## src/rtl/led_seq_pkg.sv

```systemverilog
// -----------------------------------------------------------------------------
// led_seq_pkg
// Shared definitions for the LED pattern sequencer:
//   MODE_W   - width of the pattern-mode field
//   mode_t   - pattern modes in button-cycle order
//   seed_lsb - bit 0 of the seed pattern loaded when a mode becomes current
//              (all higher seed bits are zero for every mode)
// -----------------------------------------------------------------------------
package led_seq_pkg;

  localparam int MODE_W = 2;

  typedef enum logic [MODE_W-1:0] {
    MODE_BOUNCE = 2'd0,
    MODE_ROTATE = 2'd1,
    MODE_COUNT  = 2'd2,
    MODE_BAR    = 2'd3
  } mode_t;

  // BOUNCE and ROTATE start from a single lit LSB; COUNT and BAR start dark.
  function automatic logic seed_lsb(input mode_t m);
    return (m == MODE_BOUNCE) || (m == MODE_ROTATE);
  endfunction

endpackage

```

## src/rtl/btn_debounce.sv

```systemverilog
// -----------------------------------------------------------------------------
// btn_debounce
// Turns a raw, asynchronous push-button pin into single-cycle press events.
// The pin is brought into the clock domain by a two-flop synchroniser; a new
// level is accepted only after it has differed from the accepted level for
// DEBOUNCE_CYCLES consecutive cycles. An accepted rising level yields one
// event. From a clean edge, the event is seen 2 + DEBOUNCE_CYCLES cycles later.
//
// Parameters:
//   DEBOUNCE_CYCLES - consecutive stable cycles needed to accept a level (>= 1)
// Ports:
//   i_clk   in  1  system clock
//   i_reset in  1  asynchronous active-low reset
//   i_btn   in  1  raw button pin
//   o_event out 1  one-cycle press event (debounced rising edge)
// -----------------------------------------------------------------------------
module btn_debounce #(
  parameter int DEBOUNCE_CYCLES = 1000000
) (
  input  logic i_clk,
  input  logic i_reset,
  input  logic i_btn,
  output logic o_event
);

  localparam int CNT_W = (DEBOUNCE_CYCLES > 1) ? $clog2(DEBOUNCE_CYCLES) : 1;

  logic             sync1_reg;
  logic             sync2_reg;
  logic             stable_reg;
  logic [CNT_W-1:0] cnt_reg;
  logic             differ;
  logic             accept;

  assign differ  = (sync2_reg != stable_reg);
  // The level has differed for DEBOUNCE_CYCLES cycles counting this one.
  assign accept  = differ && (cnt_reg == CNT_W'(DEBOUNCE_CYCLES - 1));
  assign o_event = accept && sync2_reg;

  always_ff @(posedge i_clk or negedge i_reset) begin
    if (!i_reset) begin
      sync1_reg  <= 1'b0;
      sync2_reg  <= 1'b0;
      stable_reg <= 1'b0;
      cnt_reg    <= '0;
    end else begin
      sync1_reg <= i_btn;
      sync2_reg <= sync1_reg;
      if (accept) begin
        stable_reg <= sync2_reg;
        cnt_reg    <= '0;
      end else if (differ) begin
        cnt_reg <= cnt_reg + CNT_W'(1);
      end else begin
        // Any return to the accepted level restarts the stability window.
        cnt_reg <= '0;
      end
    end
  end

endmodule

```

## src/rtl/led_pattern_sequencer.sv

```systemverilog
// -----------------------------------------------------------------------------
// led_pattern_sequencer
// LED pattern generator with a built-in step divider and four patterns
// (BOUNCE, ROTATE, COUNT, BAR) cycled by a button.
//
// Build option: define LED_SEQ_DEBOUNCE_EN to treat i_btn as a raw button pin
// (synchroniser + debounce, one event per debounced press). Without it, i_btn
// is a synchronous strobe and every high cycle is one event.
//
// Parameters:
//   WIDTH           - number of LEDs (>= 2)
//   TICK_DIV        - clock cycles per pattern step (>= 1)
//   DEBOUNCE_CYCLES - debounce stability window (LED_SEQ_DEBOUNCE_EN only)
// Ports:
//   i_clk    in  1      system clock
//   i_reset  in  1      asynchronous active-low reset
//   i_enable in  1      high: divider runs; low: divider and pattern hold
//   i_btn    in  1      mode-advance input
//   o_led    out WIDTH  LED drive, bit 0 = LSB LED
//   o_step   out 1      one-cycle pulse in the cycle o_led updates
//   o_mode   out 2      current pattern
// -----------------------------------------------------------------------------
module led_pattern_sequencer
  import led_seq_pkg::*;
#(
  parameter int WIDTH           = 8,
  parameter int TICK_DIV        = 25000000,
  parameter int DEBOUNCE_CYCLES = 1000000
) (
  input  logic              i_clk,
  input  logic              i_reset,
  input  logic              i_enable,
  input  logic              i_btn,
  output logic [WIDTH-1:0]  o_led,
  output logic              o_step,
  output logic [MODE_W-1:0] o_mode
);

  localparam int CNT_W = (TICK_DIV > 1) ? $clog2(TICK_DIV) : 1;

  logic [CNT_W-1:0] cnt_reg;
  logic             step_reg;
  logic [WIDTH-1:0] led_reg;
  mode_t            mode_reg;
  mode_t            pending_reg;
  logic             dir_up_reg;
  logic             fill_reg;

  logic             btn_event;
  logic             step_fire;
  logic [WIDTH-1:0] led_next;
  logic             dir_up_next;
  logic             fill_next;

  // ---------------------------------------------------------------------------
  // Mode-advance events
  // ---------------------------------------------------------------------------
`ifdef LED_SEQ_DEBOUNCE_EN
  btn_debounce #(
    .DEBOUNCE_CYCLES(DEBOUNCE_CYCLES)
  ) u_btn_debounce (
    .i_clk  (i_clk),
    .i_reset(i_reset),
    .i_btn  (i_btn),
    .o_event(btn_event)
  );
`else
  assign btn_event = i_btn;
`endif

  // The step edge is the one that ends the last divider cycle.
  assign step_fire = i_enable && (cnt_reg == CNT_W'(TICK_DIV - 1));

  // ---------------------------------------------------------------------------
  // Pattern datapath: next pattern value for the current mode
  // ---------------------------------------------------------------------------
  always_comb begin
    led_next    = led_reg;
    dir_up_next = dir_up_reg;
    fill_next   = fill_reg;
    case (mode_reg)
      MODE_BOUNCE: begin
        // Reverse on reaching an end so the end LED is lit for one step only.
        if (dir_up_reg) begin
          if (led_reg[WIDTH-1]) begin
            led_next    = led_reg >> 1;
            dir_up_next = 1'b0;
          end else begin
            led_next = led_reg << 1;
          end
        end else begin
          if (led_reg[0]) begin
            led_next    = led_reg << 1;
            dir_up_next = 1'b1;
          end else begin
            led_next = led_reg >> 1;
          end
        end
      end
      MODE_ROTATE: led_next = {led_reg[WIDTH-2:0], led_reg[WIDTH-1]};
      MODE_COUNT:  led_next = led_reg + WIDTH'(1);
      MODE_BAR: begin
        led_next = {led_reg[WIDTH-2:0], fill_reg};
        // Phase flips as the bar reaches full (fill) or empty (drain).
        if (fill_reg && (&led_next)) begin
          fill_next = 1'b0;
        end else if (!fill_reg && (led_next == '0)) begin
          fill_next = 1'b1;
        end
      end
      default: led_next = led_reg;
    endcase
  end

  // ---------------------------------------------------------------------------
  // Divider, mode registers and pattern state
  // ---------------------------------------------------------------------------
  always_ff @(posedge i_clk or negedge i_reset) begin
    if (!i_reset) begin
      cnt_reg     <= '0;
      step_reg    <= 1'b0;
      led_reg     <= WIDTH'(1);
      mode_reg    <= MODE_BOUNCE;
      pending_reg <= MODE_BOUNCE;
      dir_up_reg  <= 1'b1;
      fill_reg    <= 1'b1;
    end else begin
      // Events keep accumulating while the divider is held.
      if (btn_event) begin
        pending_reg <= mode_t'(pending_reg + 2'd1);
      end

      if (i_enable) begin
        cnt_reg <= step_fire ? '0 : cnt_reg + CNT_W'(1);
      end

      step_reg <= step_fire;

      if (step_fire) begin
        // pending_reg is sampled before this edge's event, so an event in the
        // step cycle lands at the following step.
        if (pending_reg != mode_reg) begin
          mode_reg   <= pending_reg;
          led_reg    <= {{(WIDTH-1){1'b0}}, seed_lsb(pending_reg)};
          dir_up_reg <= 1'b1;
          fill_reg   <= 1'b1;
        end else begin
          led_reg    <= led_next;
          dir_up_reg <= dir_up_next;
          fill_reg   <= fill_next;
        end
      end
    end
  end

  assign o_led  = led_reg;
  assign o_step = step_reg;
  assign o_mode = mode_reg;

endmodule

```

## config.mk

```make
export PLATFORM = sky130hd
export DESIGN_NAME = led_pattern_sequencer
export DESIGN_NICKNAME = d
export VERILOG_FILES = /design/src/rtl/led_seq_pkg.sv /design/src/rtl/btn_debounce.sv /design/src/rtl/led_pattern_sequencer.sv
export SDC_FILE = /design/constraint.sdc
export NUM_CORES = 1
export LEC_CHECK = 0
export CAP_MARGIN = 10
export CORE_MARGIN = 1.5
export CORE_UTILIZATION = 59
export CTS_CLUSTER_SIZE = 30
export DETAILED_ROUTE_END_ITERATION = 8
export PLACE_DENSITY_LB_ADDON = 0.05
export SLEW_MARGIN = 20
export SYNTH_ARGS = -nofsm -noshare
export SYNTH_HDL_FRONTEND = slang
export SYNTH_SLANG_ARGS = --single-unit
```

## constraint.sdc

```tcl
create_clock -name i_clk -period 2.2 [get_ports i_clk]
set_input_delay 0.44 -clock i_clk [delete_from_list [all_inputs] [get_ports i_clk]]
set_output_delay 0.44 -clock i_clk [all_outputs]
set_load 0.02 [all_outputs]
```

# Word-level counts from Yosys, hierarchy flattened
# Cells that the tools add are included.
dict set report word_totals {
  reg_bits 40
  word_cells 46
  latch_bits 0
  mem_bits_ro 0
  mem_count 0
  ramBits 0
  input_bits 4
}
dict set report classes {
  addsub 3
  n_bitwise 0
  shift 0
  mul 0
  eq_ne 6
  mux 15
  reduce_logical 15
  n_div 0
  order_cmp 0
}
# op n
set op_table {}
lappend op_table {{2-to-1 mux 8 bit} 4}
lappend op_table {{case mux 8 bit (4 select lines)} 1}
lappend op_table {{adder 25 x 1 -> 25 bit, second input constant} 1}
lappend op_table {{== test 25 bit, second input constant} 1}
lappend op_table {{2-to-1 mux 25 bit} 1}
lappend op_table {{2-to-1 mux 1 bit} 9}
lappend op_table {{adder 8 x 1 -> 8 bit, second input constant} 1}
lappend op_table {{logical NOT 8 bit} 1}
lappend op_table {{AND reduction 8 bit} 1}
lappend op_table {{== test 2 x 1 -> 1 bit, second input constant} 2}
lappend op_table {{== test 2 bit, second input constant} 2}
lappend op_table {{logical NOT 2 bit} 2}
lappend op_table {{AND reduction 2 bit} 2}
lappend op_table {{nonzero test 2 bit} 2}
lappend op_table {{logical AND 1 bit} 3}
lappend op_table {{AND reduction 3 bit} 1}
lappend op_table {{nonzero test 3 bit} 1}
lappend op_table {{adder 2 x 1 -> 2 bit, second input constant} 1}
lappend op_table {{inequality test 2 bit} 1}
lappend op_table {{logical NOT 1 bit} 1}
lappend op_table {{logical OR 1 bit} 1}

# Longest topological paths before layout
dict set report logic_depth {
  ltp_word 6
  depth_mapped 8
}

# Worst setup path after synthesis
# Ideal clock, no wire load.
dict set report synth_timing {
  path_kind {reg2reg}
  start {reg led_reg[0], in the netlist o_led[0]}
  end {reg led_reg[1], in the netlist o_led[1]}
  path_stages_with_launch 9
  setup_slack_ps 455
  path_buffers 1
  setup_time_ps 131
  period_less_slack_ps 1745
  t_arrival_ps 1614
  cell_sequence {dfstp_2 > clkbuf_1 > inv_1 > ha_1 > inv_1 > a21oi_1 > o21ai_0 > o2111ai_1 > o21ai_0}
}
dict set report synth_via {
  elab_chain_len 4
  word_cells_on_any_way 6
}
# element line_no
set synth_rtl {}
lappend synth_rtl {{start: declaration} led_pattern_sequencer.sv:43} ;# logic [WIDTH-1:0] led_reg;
lappend synth_rtl {{start signal: assignment} led_pattern_sequencer.sv:144} ;# led_reg <= {{(WIDTH-1){1'b0}}, seed_lsb(pending_reg)};
lappend synth_rtl {{start signal: assignment} led_pattern_sequencer.sv:148} ;# led_reg <= led_next;
lappend synth_rtl {{branches (longest 2 deep; another with adder 8 x 1 -> 8 bit)} --}
lappend synth_rtl {{case mux 8 bit (4 select lines) *} led_pattern_sequencer.sv:81} ;# case (mode_reg)
lappend synth_rtl {{2-to-1 mux 8 bit *} led_pattern_sequencer.sv:142} ;# if (pending_reg != mode_reg) begin
# Every way passes the cells marked *.
# A chain may end at the register's enable or synchronous reset.

# Worst setup path after layout
dict set report layout_timing {
  start {reg led_reg[0], in the netlist o_led[0]}
  end {out o_led[0]}
}
# element line_no
set layout_rtl {}
lappend layout_rtl {{end: declaration} led_pattern_sequencer.sv:34} ;# output logic [WIDTH-1:0] o_led,
# No word-level cell between the ends.

==> metrics.txt <==
RSZ-0062 raised after global routing false; number of flip-flops in the largest register 25; Final Instance Area 2740 um2; ranking of synthesized cells by area dfrtp_1 (39%), o21ai_0 (4.2%), xnor2_1 (4.1%), nand3_1 (4.0%), nand2_1 (3.9%); f_max 493 MHz; Worst setup SP type register; relative slew slack 62.2%; pin count of the biggest net entering global routing 20; # IOs 15; Final Hold Viols 0; WS Path Type register to output pin; cell taking the most area after synthesis dfrtp_1; Post-Route WL 5190 um; antenna viol nets, final 0; CP cell instances clkdlybuf4s50_1; layout cells sized above 1 13.4%; ys flop type dfrtp_1; antenna violations before repair 0; final worst path period share 92.2%; Max Fanout on Critical Path 11; Final HPWL DP 3680 um; vias in the first global route 2010; IR drop worst, VDD 0.000627 V; CP Capture Type output pin; wire per inst 15.6 um; area of placed instances 2620 um2; Die H 66.5 um; std cell rows 22; CTS buffer count 5; # Post-CTS Setup Buffers 0; Max Slew Vio Count 0; Slew @ Worst Pin 0.566 ns; post-synth cell types 51; status complete, no violations; flops & latches, synth 40; pwr/cell area 662 nW/um2; area grow syn2layout 15.2%; Sum Neg Setup Slack 0 ns; CTS tree done; root buffer cell clkbuf_8; ANT cells 0; post-layout min period 2.03 ns; Final setup viols 0; FFs w/ async S/R, synth 100%; clk_lat worst skew 0.30 ns; Cells after Synth 259; DRC Markers 0; CP required 1.76 ns; Avg Cell Area, Syn 9.18 um2; fillcell total 310; slowest library cell on the worst path dfstp_2; htree depth 2; mapped cell area 2380 um2; syn_nets 268; 1st-pass router iterations 4; core area 3770 um2; GRT Total Usage 27.2%; drt first-iter violations 185; slowest stage delay, CP 0.65 ns; area share of the largest cell type after synthesis 38.9%; Num Clock Sinks 40; final clock skew 0.00949 ns; register area share after synthesis 42.2%; Worst path top cell family by delay flip-flops; Die Span X 66.5 um; nets@finish 292; first-pass GRT wire length 9130 um; worst slack, placed 0.106 ns; final worst setup slack 0.172 ns; clk slew on worst S/H paths 0.08 ns; Yosys Warn Count 0; Post-synth EDFFs 0; CTS max path bufs 2; total gr overflow 0; crit path DAT 1.59 ns; Leak 1.21 nW; Starting Density 63.1%; IO Port Bufs 14; Total Power 0.00181 W; DR vias/cell 5.96; hold crit path type register to register; MaxCap Viol Count 0; die area 4420 um2; via count 1978; Final GP Congestion 0.845; Worst Path Buf+Inv 1
## final timing paths
kind / startpoint / to / slack, ns / cells past startpoint
worst max-delay path: o_led[0] / o_led[0] / 0.17 / 1
worst min-delay path: cnt_reg[24] / cnt_reg[24] / 0.48 / 1
worst max register to register: cnt_reg[9] / o_led[6] / 0.33 / 6
worst min register to register: cnt_reg[24] / cnt_reg[24] / 0.48 / 1
max in group asynchronous: i_reset / dir_up_reg / 1.11 / 3
min in group asynchronous: i_reset / cnt_reg[4] / 0.54 / 2
## cells by family after synthesis
family	after synthesis	synth area share [%]
DFF	40	42.2
and+or+nand+nor	109	25.6
AOI/OAI and AO/OA	52	13.8
adders and majority gates	5	2.63
xor gates and xnor gates	20	7.36
buffers and inverters	24	4.52
muxes	9	3.84
## layout by cell type (no fill, tap or decap), drive strengths merged, types with 3 or more instances in the layout
cell / instances
nor2: 24
dfrtp: 37
nand2: 25
ha: 5
buf: 15
clkdlybuf4s50: 13
clkbuf: 6
nand4: 11
inv: 11
and3: 8
xor2: 9
nand3: 19
xnor2: 11
o2111ai: 4
a21oi: 11
a21boi: 3
o21ai: 20
mux2i: 8
nor4: 5
dfstp: 3
nor3: 3
## synthesized netlist by cell type, types with 8 or more instances
library cell	n
xor2_1	9
nand3_1	19
dfrtp_1	37
nand4_1	9
xnor2_1	11
inv_1	11
nor2_1	24
and3_1	8
nand2_1	25
o21ai_0	20
mux2i_1	8
a21oi_1	10
## stage by stage
step	std cells	utilization [%]	hold slack, ns
finish	332	72.6	0.476
global route	332	72.6	0.487
CTS	332	72.6	0.477
detailed placement	323	69.5	0.328
global placement	323	69.5	0.326
floorplan	259	-	0.144
## power breakdown
part	internal [W]	switching [W]
Combinational	0.000145	0.000183
Sequential	0.000810	0.0000913
Clock	0.000336	0.000246
## repair_timing
action	4_1_cts	5_1_grt
endpoints found under the setup margin	0	0
hold endpoints to repair	8	0
gates resized for setup	0	0
hold buffers	1	0
## routing by layer
layer	vias to the layer above	GRT usage [%]	wire [um]	part of all wire, %
met5	-	0	0	0
met1	938	34.0	2340	45
li1	975	-	-	-
met3	9	6.25	216	4.2
met2	56	45.6	2530	49
met4	0	10.7	97	1.9
## layout make-up
| type | count | area (um2) | share of cell area [%] |
|---|---|---|---|
| sequential | 40 | 1000 | 36.7 |
| clock inverter | 2 | 35.0 | 1.28 |
| inverter | 12 | 50.0 | 1.83 |
| tap | 48 | 60.1 | 2.19 |
| clock buffer | 6 | 72.6 | 2.65 |
| timing repair buffer | 29 | 250 | 9.14 |
| multi-input combinational | 195 | 1270 | 46.2 |
(Power assumes the default switching activity.)
==> edit, RTL diff (same settings) <==
The option `LED_SEQ_DEBOUNCE_EN` is turned on by a define.
--- a/src/rtl/led_pattern_sequencer.sv
+++ b/src/rtl/led_pattern_sequencer.sv
@@ -22,2 +22,4 @@
 // -----------------------------------------------------------------------------
+`define LED_SEQ_DEBOUNCE_EN
+
 module led_pattern_sequencer
Behaviour: no difference found for any inputs over 10 cycles, from zero or initial values and one cycle with i_reset low; that may be too few to reach the edited logic, so the function may still have changed.
==> edit against the original RTL <==
- synthesized area is 43% higher
- highest routed layer unchanged
- critical endpoint is now o_mode[1]
- utilization is 1.8 points lower
- total power is 35% higher
- worst hold slack worse by 0.43 ns
- clock power is 66% higher
- wire length is 35% higher
- cell count is 41% higher
- final area is 43% higher
- global-route usage is 2.5 points lower
- critical path depth stayed put
- sequential cell count is 23 higher
- combinational power is 46% lower
- setup slack worse by 0.083 ns
- maximum frequency is 3.9% lower
- largest cell class unchanged
==> edit: results (changes against the original RTL) <==
Clocking
  • H-tree depth: 3 (was 2)
  • Clk Latency, worst-skew pair: 0.33 ns (was 0.30 ns)
  • Clk sinks: 63 (was 40)

Critical path
  • CP max-delay cell: clkdlybuf4s50_1 (was dfstp_2)
  • CP peak stage delay: 0.71 ns (was 0.65 ns)
  • Critical Path Source: o_mode[1]$_DFFE_PN0P_ (was o_led[0]$_DFFE_PN1P_)
  • Worst Reg-to-Reg Cells: 5 (was 6)
  • Delay-heaviest family, CP: buffers and inverters (was flip-flops)
  • Crit path to: o_mode[1] (was o_led[0])
  • Worst r2r src: u_btn_debounce.cnt_reg[7]$_DFF_PN0_ (was cnt_reg[9]$_DFFE_PN0P_)
  • FF-to-FF End: pending_reg[1]$_DFFE_PN0P_ (was o_led[6]$_DFFE_PN0P_)

Timing
  • Clock Skews: 0.0108 ns (was 0.00949 ns)

Worst hold path
  • Hold WC Path Type: input port to asynchronous set/reset pin (was register to register)

Yosys
  • Post-Synth XOR/XNOR Area: 11.1% (was 7.36%)
  • Synth unique cells: 55 (was 51)
  • Fraction of synthesized area in multiplexers: 1.62% (was 3.84%)
  • Synth Area in Compound Gates: 9.50% (was 13.8%)
  • Seq/Total Area, Yosys: 46.5% (was 42.2%)

Power
  • Clock net power: 0.967 mW (was 0.583 mW)
  • Peak supply drop: 0.564 mV (was 0.627 mV)
  • Leak: 1.73 nW (was 1.21 nW)

Global route
  • Global-route wire length before repair: 11.8 mm (was 9.13 mm)
  • Number of global-route vias before repair: 2,588 (was 2,010)
  • Largest net degree at the start of global routing: 22 (was 20)
  • Global Route Usage Sum: 24.8% (was 27.2%)

Layout
  • Nets: 405 (was 292)
  • Area share of buffers outside the clock network: 8.42% (was 9.14%)
  • Number of filler cells placed in the layout: 418 (was 310)
  • ClkCell Share: 4.72% (was 3.93%)

Route
  • Met3 WL: 293 um (was 216 um)

Run status
  • Outcome: finished, final reports clean (unchanged)

Placed design
  • Final GP Congestion: 0.854 (was 0.845)
[edit: cell types whose count changed after synthesis, moves of 5 or more]
cell | before | now
nor2_1 | 24 | 51
dfrtp_1 | 37 | 60
xor2_1 | 9 | 27
nand2_1 | 25 | 34
mux2i_1 | 8 | 1
clkbuf_1 | 6 | 12
nand4_1 | 9 | 14
o21ai_0 | 20 | 15
xnor2_1 | 11 | 16
[edit: cell families after synthesis]
group,Yosys count
and+or+nand+nor,171
DFF,63
AOI/OAI and AO/OA,49
muxes,5
buffers and inverters,25
adders and majority gates,6
xor gates and xnor gates,43
[edit: stage by stage]
step / setup WS (ns) / util (%) / cells
floorplan: 0.152 / - / 362
global placement: 0.0469 / 67.5 / 456
detailed placement: 0.00557 / 67.5 / 456
CTS: 0.0837 / 70.8 / 469
global route: 0.0145 / 70.8 / 469
finish: 0.0887 / 70.8 / 469
[edit: per-layer routing]
metal  track usage, %  vias up
li1                 -     1339
met1             32.2     1312
met2             41.3       72
met3             5.17       10
met4             8.60        0
met5                0        -
